<file path="src/rtl/multu_hilo_unit.sv">
// Sequential unsigned HI/LO multiplier: one shift-add step per cycle, the product is
// committed to HI/LO in a single update, and HI/LO are read back through dataOut.
`timescale 1ns/1ps

module multu_hilo_unit #(
  parameter int         WIDTH   = 32,
  parameter logic [5:0] F_MULTU = 6'd24,
  parameter logic [5:0] F_MFHI  = 6'd16,
  parameter logic [5:0] F_MFLO  = 6'd18
) (
  input  logic             clk,
  input  logic             rst,
  input  logic             valid,
  input  logic [5:0]       funct,
  input  logic [WIDTH-1:0] dataA,
  input  logic [WIDTH-1:0] dataB,
  output logic             busy,
  output logic             done,
  output logic [WIDTH-1:0] hi,
  output logic [WIDTH-1:0] lo,
  output logic [WIDTH-1:0] dataOut
);

  localparam int               CNT_W = (WIDTH > 1) ? $clog2(WIDTH) : 1;
  localparam logic [CNT_W-1:0] LAST  = CNT_W'(WIDTH - 1);

  typedef enum logic [1:0] {
    S_IDLE,
    S_RUN,
    S_DONE
  } state_t;

  state_t               state;
  logic [WIDTH-1:0]     mcand;
  logic [WIDTH-1:0]     mplier;
  logic [2*WIDTH-1:0]   product;
  logic [CNT_W-1:0]     count;
  logic [WIDTH:0]       sum;

  // Upper half plus multiplicand, keeping the carry so it survives the right shift.
  always_comb begin
    sum = {1'b0, product[2*WIDTH-1:WIDTH]} + {1'b0, mcand};
  end

  always_ff @(posedge clk or posedge rst) begin
    if (rst) begin
      state   <= S_IDLE;
      mcand   <= '0;
      mplier  <= '0;
      product <= '0;
      count   <= '0;
      hi      <= '0;
      lo      <= '0;
      done    <= 1'b0;
    end else begin
      done <= 1'b0;
      case (state)
        S_IDLE: begin
          if (valid && funct == F_MULTU) begin
            mcand   <= dataA;
            mplier  <= dataB;
            product <= '0;
            count   <= '0;
            state   <= S_RUN;
          end
        end
        S_RUN: begin
          if (mplier[0]) begin
            product <= {sum, product[WIDTH-1:1]};
          end else begin
            product <= {1'b0, product[2*WIDTH-1:1]};
          end
          mplier <= mplier >> 1;
          count  <= count + CNT_W'(1);
          if (count == LAST) begin
            state <= S_DONE;
          end
        end
        S_DONE: begin
          // HI and LO are written together so readers never see a half-updated product.
          hi    <= product[2*WIDTH-1:WIDTH];
          lo    <= product[WIDTH-1:0];
          done  <= 1'b1;
          state <= S_IDLE;
        end
        default: begin
          state <= S_IDLE;
        end
      endcase
    end
  end

  assign busy = (state != S_IDLE);

  always_comb begin
    dataOut = '0;
    if (funct == F_MFHI) begin
      dataOut = hi;
    end else if (funct == F_MFLO) begin
      dataOut = lo;
    end
  end

endmodule

</file>
<file path="config.mk">
export PLATFORM = sky130hd
export DESIGN_NAME = multu_hilo_unit
export DESIGN_NICKNAME = d
export VERILOG_FILES = /design/src/rtl/multu_hilo_unit.sv
export SDC_FILE = /design/constraint.sdc
export NUM_CORES = 1
export LEC_CHECK = 0
export ABC_AREA = 1
export CORE_ASPECT_RATIO = 1.5
export CORE_MARGIN = 2
export CORE_UTILIZATION = 55
export DETAILED_ROUTE_END_ITERATION = 10
export PLACE_DENSITY = 0.82
export SLEW_MARGIN = 15
export SYNTH_ARGS = -nofsm -noshare
export SYNTH_HDL_FRONTEND = slang
export SYNTH_SLANG_ARGS = --single-unit
</file>
<file path="constraint.sdc">
create_clock -name clk -period 9.9 [get_ports clk]
set_input_delay 1.98 -clock clk [delete_from_list [all_inputs] [get_ports clk]]
set_output_delay 1.98 -clock clk [all_outputs]
set_load 0.1 [all_outputs]
</file>
* Yosys cells after proc, flatten, opt, wreduce, memory -nomap -nowiden
Cells that the tools add are included.
** Word-level totals
- Register bits :: 200
- Bits of input ports :: 73
- Output and inout port bits :: 98
- Word-level logic and storage cells :: 38
** Cells by class
- $add $sub $neg :: 2
- Equal/unequal tests :: 8
- Multiplexer cells :: 13
- Reductions and logical operators :: 7
** Operators with widths (count)
- $mux W64 :: 2
- $pmux W64 S2 :: 1
- $mux W32 :: 3
- $pmux W32 S2 :: 1
- $add A32 B32 Y33 :: 1
- $eq A6 B5 Y1 const B :: 3
- $pmux W5 S2 :: 1
- $reduce_and A2 Y1 :: 3
- $add A5 B1 Y5 const B :: 1
- $eq A5 B5 Y1 const B :: 1
- $mux W5 :: 1
- $mux W2 :: 2
- $ne A2 B2 Y1 const B :: 2
- $pmux W2 S2 :: 1
- $reduce_bool A2 Y1 :: 2
- $eq A2 B1 Y1 const B :: 1
- $eq A2 B2 Y1 const B :: 1
- $logic_not A2 Y1 :: 1
- $logic_and A1 B1 Y1 :: 1
- $mux W1 :: 1

* Logic depth before layout (Yosys ltp)
- Depth in word-level cells :: 4
- Mapped depth :: 13
- Depth with buffers taken out :: 13

* Worst setup path after synthesis
No wires, ideal clock.
- Kind :: input to output
- Start point :: input funct[3]
- End point :: output dataOut[21]
- Data arrival time :: 4656 ps
- Data required time :: 7920 ps
- Path slack :: 3264 ps
- Stages :: 4
- Buffers on the path :: 1
- Path through :: nor2_1 > nand3_1 > clkbuf_1 > o21ai_0
** On the way
- Longest elaborated chain between the ends :: 3
- Elaborated cells between the ends (all ways) :: 4
- Those cells by class :: 2 x eq/ne; 2 x mux
** Ends and longest elaborated chain
- from (decl) :: line 14 : input logic [5:0] funct,
- $eq A6 B5 Y1 :: line 99 : end else if (funct == F_MFLO) begin
- $mux W32 :: line 99
- $mux W32 * :: line 97 : if (funct == F_MFHI) begin
- to (decl) :: line 21 : output logic [WIDTH-1:0] dataOut
Every way passes the cells marked *; elsewhere a longest branch is shown, timed or not.

* Final worst setup path
- Start point :: input funct[3]
- End point :: output dataOut[19]
The elaborated chain is that of the path after synthesis.

==> impl_metrics.ini <==
[sta]
hold-worst-slack_ns = 0.4866
worst_slew_pin_slew_ns = 1.026
min_period_ns = 7.332
rsz0062_at_grt = no
worst_clock_skew_ns = 0.008790
slew-limit-headroom = 0.3139
fmax_mhz = 136.4
hold_viol_final = 0
slew_viol_final = 0
tns_ns = 0
period_share = 0.7406
setup_viol = 0

[hold_path]
hold_path_class = reg2reg

[power_and_ir_drop]
power_frac_seq = 0.369
comb_power_share = 0.414
powerDensity_nw_per_um2 = 247.8
power_switching_mw = 1.491
ir_drop_v = 0.0001192
finalPower_mw = 3.279
cell_internal_pwr_mw = 1.788
clkPwrFrac = 0.216
swShare = 0.4546
leakage_nw = 6.838

[cts]
cts-htree-levels = 4
path_clk_slew_ns = 0.07
clock_path_buffers = 2
post-cts-setup-buffer-count = 0
cts_tree = done
cts_buffers = 17
worst_skew_pair.late_latency_ns = 0.44
holdBufCountCts = 0
cts.sinks = 200
cts_resized = 0
clock_tree.root_cell = clkbuf_16

[routing]
final_antenna_net_count = 0
drtPass1Iterations = 5
drc = 0
wl_um = 28850
drt_iter0_markers = 698
vias_per_cell = 5.367
routedWlPerCell_um = 16.15
vias = 9585

[setup_path]
endpoint_kind = output port
crit_fanout = 32
critPathMostFrequentCell = clkdlybuf4s50_1
critPathSlowestCell = clkdlybuf4s50_1
worst_setup_path_start_kind = input pin
crit_path_cell_trace = clkdlybuf4s50_1 > nor2_2 > buf_4 > nand3_1 > o21ai_0 > clkdlybuf4s50_1
crit_type = in2out
cp.arrival_ns = 5.35
worstPathRequired_ns = 7.92
slowest_delay_ns = 1.21

[layout]
nets = 1625
multi_input_area_um2 = 4548
seqCellArea_um2 = 5005
drive_gt1_frac = 0.03595
antenna_cells = 0
layout_commonest_cell = nand2_1
final_util = 0.6907
nFillCells = 1618
final_cell_mix = nand2_1 (353), inv_1 (251), dfrtp_1 (200), clkdlybuf4s50_1 (170), o21ai_0 (127)
area_growth_pct = 23.39

[grt]
grt_pass1_wl_um = 47330
grt_max_degree = 134
grt_overflow = 0
antenna_found_initial = 0
grt_pass1_vias = 9536
grt_use_total = 0.2885

[placement]
place_congestion = 0.9364
io_buffers = 170
hpwl_um = 21340

[die]
die_w_um = 118.0
die_h_um = 175.0
fp.dieArea_um2 = 20660
start_util = 0.5597
io_pins = 171
rows = 62
core_area_um2 = 19160

[synthesis]
synth_seq_cells = 200
synthCells = 1377
syn_area_um2 = 10730
synth_fp_nets = 1485
ys_seq_area_frac = 0.4666
synth_cell_types = 26
syn_avg_cell_area_um2 = 7.789
yosysWarnings = 0

[run]
maxCapViolCount = 0

[run_status]
status = finished clean
## worst max-delay path: cells and delay by family
family	cells	cell delay, ns
compound gates	1	0.48
buf+inv	3	1.98
simple gates	2	0.89
## kinds of logic after synthesis
| kind of cell | count (synthesis) | synth area share |
|---|---|---|
| compound gates | 248 | 0.1322 |
| xor+xnor | 14 | 0.01143 |
| fa+ha+maj | 35 | 0.04153 |
| buf+inv | 314 | 0.1112 |
| flops | 200 | 0.4666 |
| mux | 32 | 0.03360 |
| simple gates | 534 | 0.2035 |
## sequential cells by signal, summed over array words and instances (netlist names)
| signal | cells |
|---|---|
| lo | 32 |
| state | 2 |
| product | 64 |
| count | 5 |
| mplier | 32 |
| hi | 32 |
| mcand | 32 |
| done | 1 |
## path summary, 6_finish.rpt
| check | from | endpoint | slack, ns | cells after the start |
|---|---|---|---|---|
| worst max-delay path | funct[3] | dataOut[19] | 2.57 | 6 |
| worst min-delay path | product[2] | lo[2] | 0.49 | 2 |
| worst max register to register | state[1] | mplier[0] | 7.15 | 8 |
| worst min register to register | product[2] | lo[2] | 0.49 | 2 |
| max in group asynchronous | rst | mcand[19] | 6.30 | 3 |
| min in group asynchronous | rst | done | 2.07 | 2 |
## stage by stage
stage	worst slack, ns	area (um2)	instances
6_report	2.568	13230	1786
5_1_grt	2.288	13230	1786
4_1_cts	2.578	13230	1786
3_5_place_dp	2.578	12620	1754
3_3_place_gp	2.775	12620	1754
2_1_floorplan	2.466	10730	1377
## area by class of cell
class,count,share of cell area
clock buffers,17,0.03215
clock inverters,15,0.01437
inverters,254,0.07261
multi-input cells,863,0.3437
flip-flops and latches,200,0.3782
well taps,256,0.02420
repair buffers,181,0.1348
## synthesized netlist by cell type
cell,count,area share
nand2_1,354,0.12
inv_1,253,0.089
dfrtp_1,200,0.47
o21ai_0,127,0.059
nand3_1,78,0.036
nor2_1,60,0.021
a21oi_1,49,0.023
clkbuf_1,44,0.015
o22ai_1,36,0.021
ha_1,34,0.040
nor3_1,34,0.016
a221oi_1,31,0.025
mux2_1,28,0.029
xor2_1,14,0.011
buf_2,11,0.0051
buf_1,5,0.0018
and2_1,4,0.0023
mux2_2,4,0.0042
a22o_1,2,0.0016
nand3b_1,2,0.0014
o21bai_1,2,0.0014
a21o_1,1,0.00070
fa_1,1,0.0019
inv_2,1,0.00035
nand4_1,1,0.00058
nor4_4,1,0.0020
## power groups by stage
stage	clock [mW]	combinational, mW	sequential (mW)
after global routing	0.751	1.48	1.24
after floorplan	0	0.655	1.52
after detailed placement	0	1.35	1.22
after global placement	0	1.33	1.22
final	0.710	1.36	1.21
after CTS	0.718	1.36	1.21
## layer usage
layer / wire length [um] / global-route usage
met5: 0 / 0
met1: 11290 / 0.3304
met3: 1153 / 0.04014
met4: 1257 / 0.1340
met2: 15150 / 0.5293
No activity file was read; power rests on OpenSTA's default activity.
==> patch 1: new RTL, same settings <==
Put a register stage on the output `dataOut`, cleared by the reset. The value now appears one clock later. The other outputs are not delayed to match.
--- a/src/rtl/multu_hilo_unit.sv
+++ b/src/rtl/multu_hilo_unit.sv
@@ -29,6 +29,8 @@
     S_RUN,
     S_DONE
   } state_t;
+
+  logic [WIDTH-1:0] dataOut_d;
 
   state_t               state;
   logic [WIDTH-1:0]     mcand;
@@ -93,11 +95,19 @@
   assign busy = (state != S_IDLE);
 
   always_comb begin
-    dataOut = '0;
+    dataOut_d = '0;
     if (funct == F_MFHI) begin
-      dataOut = hi;
+      dataOut_d = hi;
     end else if (funct == F_MFLO) begin
-      dataOut = lo;
+      dataOut_d = lo;
+    end
+  end
+
+  always_ff @(posedge clk or posedge rst) begin
+    if (rst) begin
+      dataOut <= '0;
+    end else begin
+      dataOut <= dataOut_d;
     end
   end
 
Behaviour: no difference found for any inputs over 10 cycles, from zero or initial values and one cycle with rst high; that may be too few to reach the edited logic, so the function may still have changed.
==> patch 1 against the unedited design <==
  * Worst setup slack better by 2300 ps
  * Sequential power up 13%
  * Total power grew 8.2%
  * Synthesized area up 7.5%
  * Synthesized cell count grew 2.3%
  * Routed wire length increased by 0.64%
  * Sequential cell count rose by 32
  * Final area rose by 6.7%
  * Highest routed layer unchanged
==> patch 1: results (changes against the unedited design) <==
| Metric | Value |
|---|---|
| R2R Setup Slk | 6390 ps (-760 ps) |
| Share of layout cells above drive strength 1 | 3.64% (+0.047 points) |
| Initial DRC count | 674 (-3.4%) |
| Worst rel slew slack | 29.3% (-2.1 points) |
| Port Buf Inserts | 170 (unchanged) |
| Filler cell count | 1649 (+1.9%) |
| Register area share after synthesis | 50.3% (+3.7 points) |
| Final HPWL DP | 20.5 mm (-4.0%) |
| Clock Skew | 8.56 ps (-0.228 ps) |
| Fin nets | 1658 (+2.0%) |
| Slowest Stage Delay on Critical Path | 690 ps (-520 ps) |
| Syn nets | 1516 (+2.1%) |
| Critical-path maximum fanout | 65 (+100%) |
| Synth cell count leaders | nand2_1, inv_1, dfrtp_1, o21ai_0, nor2_1 |
| Vias in the first global route | 9470 (-0.69%) |
| CP Launch Point | funct[5] |
| Skew-Pair Late Insertion Delay | 490 ps (+50 ps) |
| Leakage | 7.33 nW (+7.2%) |
| DP Worst Slack | 4410 ps (+1830 ps) |
| Outcome | complete, no violations |
| Synth top area cells | dfrtp_1, nand2_1, inv_1 |
| Met2 wire length | 14.7 mm (-3.0%) |
| Wl on met1 | 12.0 mm (+6.3%) |
| Post-place instance area | 13400 um^2 (+6.1%) |
| Clock tree buffer depth | 3 (+1) |
| Cells after Synth | 1408 (+2.3%) |
| Peak supply drop | 0.167 mV (+40%) |
| Via density | 5.43 (+1.1%) |
| H-tree Lvls | 1 (-3) |
| Post-route minimum period | 5020 ps (-2310 ps) |
| CP endpoint | mplier[14]$_DFFE_PP0P_ |
| Dpl cells | 1790 (+2.1%) |
| First-pass GRT wire length | 46.7 mm (-1.4%) |
| Worst path arrival time | 5400 ps (+50 ps) |
| Avg WL per Cell | 15.9 um (-1.7%) |
| Number of CTS-inserted buffers | 22 (+5) |
| Finished Layout Cells | 1829 (+2.4%) |
| Reg-to-reg critical path endpoint | mplier[9]$_DFFE_PP0P_ |
| DR top layer | met4 |
| CP max-delay cell | nand2_2 |
==> patch 1: kinds of logic after synthesis <==
logic type | count (synthesis) | synth area share [%]
fa+ha+maj | 35 | 3.86
simple gates | 536 | 18.8
buf+inv | 323 | 10.8
xor+xnor | 12 | 0.911
flops | 232 | 50.3
compound gates | 238 | 12.1
mux | 32 | 3.12
==> patch 1: area by class of cell <==
| class | count | area share, % |
|---|---|---|
| flip-flops and latches | 232 | 41.1 |
| repair buffers | 176 | 12.4 |
| well taps | 264 | 2.34 |
| clock buffers | 30 | 4.47 |
| clock inverters | 9 | 0.718 |
| inverters | 265 | 7.10 |
| multi-input cells | 853 | 31.9 |
==> patch 1: worst min path at each step <==
stage,start,end,slack (ps),depth (start not counted)
finish,product[3]$_DFFE_PP0P_,lo[3]$_DFFE_PP0P_,490,2
floorplan,product[10]$_DFFE_PP0P_,lo[10]$_DFFE_PP0P_,450,2
CTS,product[20]$_DFFE_PP0P_,lo[20]$_DFFE_PP0P_,490,2
global route,product[14]$_DFFE_PP0P_,lo[14]$_DFFE_PP0P_,520,2
global placement,product[14]$_DFFE_PP0P_,lo[14]$_DFFE_PP0P_,460,2
detailed placement,product[20]$_DFFE_PP0P_,lo[20]$_DFFE_PP0P_,470,2
==> patch 1: where the power goes <==
| group | total [mW] | internal [mW] | switching (mW) | leakage (nW) |
|---|---|---|---|---|
| registers | 1.37 | 1.19 | 0.182 | 2.81 |
| clock network | 0.850 | 0.500 | 0.350 | 0.362 |
| logic | 1.33 | 0.394 | 0.935 | 4.16 |
==> patch 1: per-layer routing <==
layer  GRT usage (%)  up-vias
li1                -     4776
met2            46.2      331
met4            7.68        0
met1            33.8     4764
met5               0        -
met3            2.53       55
==> patch 1: critical path, delay by kind of cell <==
family	cells	cell delay (ps)
buf+inv	3	1450
simple gates	3	1440
compound gates	1	450
==> patch 2: new RTL, same settings <==
Made on the original files. Change the parameter `WIDTH` from 32 to 64.
--- a/src/rtl/multu_hilo_unit.sv
+++ b/src/rtl/multu_hilo_unit.sv
@@ -3,7 +3,7 @@
 `timescale 1ns/1ps
 
 module multu_hilo_unit #(
-  parameter int         WIDTH   = 32,
+  parameter int         WIDTH   = 64,
   parameter logic [5:0] F_MULTU = 6'd24,
   parameter logic [5:0] F_MFHI  = 6'd16,
   parameter logic [5:0] F_MFLO  = 6'd18
Interface: changed (5 resized); port bits go from 171 to 331. No check against the original RTL was run, so the function may have changed too.
==> patch 2 against the unedited design <==
  * Routed wire length rose to 2.6 times the old value
  * Synthesized area increased by 100%
  * Clock skew grew 20 ps
  * Maximum frequency down 4.8%
  * Combinational power is 81% higher
  * Sequential cell count up 193
  * Hold slack better by 2.6 ps
  * Non-clock buffer count increased by 164
  * Clock power increased by 120%
  * Synthesized cell count up 120%
  * Total power increased by 97%
  * Worst setup slack lost 370 ps
  * Final area is 100% higher
  * Largest power group unchanged
==> patch 2: results (changes against the unedited design) <==
| Metric | Value |
|---|---|
| Outcome | complete, no violations |
| Count of cell types in the netlist | 31 (+19%) |
| Share of layout cells above drive strength 1 | 3.49% (-0.11 points) |
| Avg WL per Cell | 20.0 um (+24%) |
| Syn nets | 3170 (+110%) |
| Synth top area cells | dfrtp_1, nand2_1, inv_1 |
| Clock tree buffer depth | 3 (+1) |
| Initial DRC count | 1580 (+130%) |
| Worst rel slew slack | 25.3% (-6.1 points) |
| Register area share after synthesis | 45.0% (-1.7 points) |
| H-tree Lvls | 2 (-2) |
| Largest net degree at the start of global routing | 164 (+22%) |
| GP Congestion | 0.980 (+4.6%) |
| Slowest Stage Delay on Critical Path | 1190 ps (-20 ps) |
| Port Buf Inserts | 330 (+94%) |
| First-pass GRT wire length | 114 mm (+140%) |
| Number of CTS-inserted buffers | 38 (+21) |
| Fin nets | 3440 (+110%) |
| DR pass1 iterations | 6 (+1) |
| Leakage | 13.8 nW (+100%) |
| Peak supply drop | 0.266 mV (+120%) |
| Skew-Pair Late Insertion Delay | 570 ps (+130 ps) |
| Max reg flops | 128 (+100%) |
| Initial antenna violation count | 8 (+8) |
| CP Launch Point | funct[1] |
| Worst path arrival time | 5720 ps (+370 ps) |
| Vias | 20800 (+120%) |
-- patch 2: changes by cell type in the layout (fill, tap and decap cells not counted), sizes merged, moves of 32 or more --
cell           delta
a21oi            +57
clkbuf           +33
clkdlybuf4s50   +160
dfrtp           +193
inv             +287
mux2             +32
nand2           +507
nand3            +59
nor2            +168
o21ai            +94
o22ai           +101
-- patch 2: through the flow --
stage          hold slack (ps)  instances  setup WS (ps)  utilization, %  cell area [um^2]
2_1_floorplan              453       2967           2630               -             21900
3_3_place_gp               465       3697           2140            64.9             25500
3_5_place_dp               474       3697           1790            64.9             25500
4_1_cts                    489       3767           1790            68.4             26900
5_1_grt                    523       3774           2050            68.5             26900
6_report                   489       3775           2200            68.5             26900
-- patch 2: worst min-delay path, stage by stage, from the launching register on --
cell     delay (ps)
dfrtp_1         340
nand2_1          50
o21ai_0          60
-- patch 2: worst paths after layout --
| check | slack (ps) | to | cells past startpoint |
|---|---|---|---|
| max | 2200 | dataOut[61] | 6 |
| min | 490 | lo[20]$_DFFE_PP0P_ | 2 |
| max reg2reg | 6090 | mplier[50]$_DFFE_PP0P_ | 9 |
| min reg2reg | 490 | lo[20]$_DFFE_PP0P_ | 2 |
| max in group asynchronous | 5930 | product[109]$_DFFE_PP0P_ | 4 |
| min in group asynchronous | 2000 | lo[16]$_DFFE_PP0P_ | 2 |
-- patch 2: power by group through the flow --
stage                     registers, mW  clock network (mW)  logic, mW
after detailed placement           2.43                   0       2.42
after CTS                          2.41                1.61       2.45
after global placement             2.41                   0       2.37
after floorplan                    2.60                   0       1.44
after global routing               2.45                1.67       2.70
final                              2.42                1.59       2.46
-- patch 2: layout make-up --
type | count | area, um^2
Timing Repair Buffer | 345 | 3430
Clock buffer | 50 | 1080
Clock inverter | 20 | 298
Fill cell | 3301 | 12400
Multi-Input combinational cell | 1912 | 9570
Sequential cell | 393 | 9830
Tap cell | 500 | 626
Antenna cell | 8 | 20.0
Inverter | 547 | 2060
-- patch 2: per-layer routing --
metal	global-route usage, %	vias up	wire length, um
li1	-	9883	-
met1	37.7	9843	26200
met2	64.8	816	38400
met3	4.50	279	3810
met4	28.9	2	7180
met5	0	-	8
-- patch 2: logic make-up (layout without fill, tap and decap cells) --
| group | after synthesis | after routing | share of synthesized area (%) |
|---|---|---|---|
| and+or+nand+nor | 1259 | 1259 | 22.8 |
| buffers and inverters | 662 | 962 | 11.5 |
| AOI/OAI and AO/OA | 495 | 495 | 12.6 |
| DFF | 393 | 393 | 45.0 |
| adders and majority gates | 66 | 66 | 3.81 |
| muxes | 64 | 64 | 3.30 |
| xor gates and xnor gates | 28 | 28 | 1.12 |
| other | 0 | 8 | 0 |
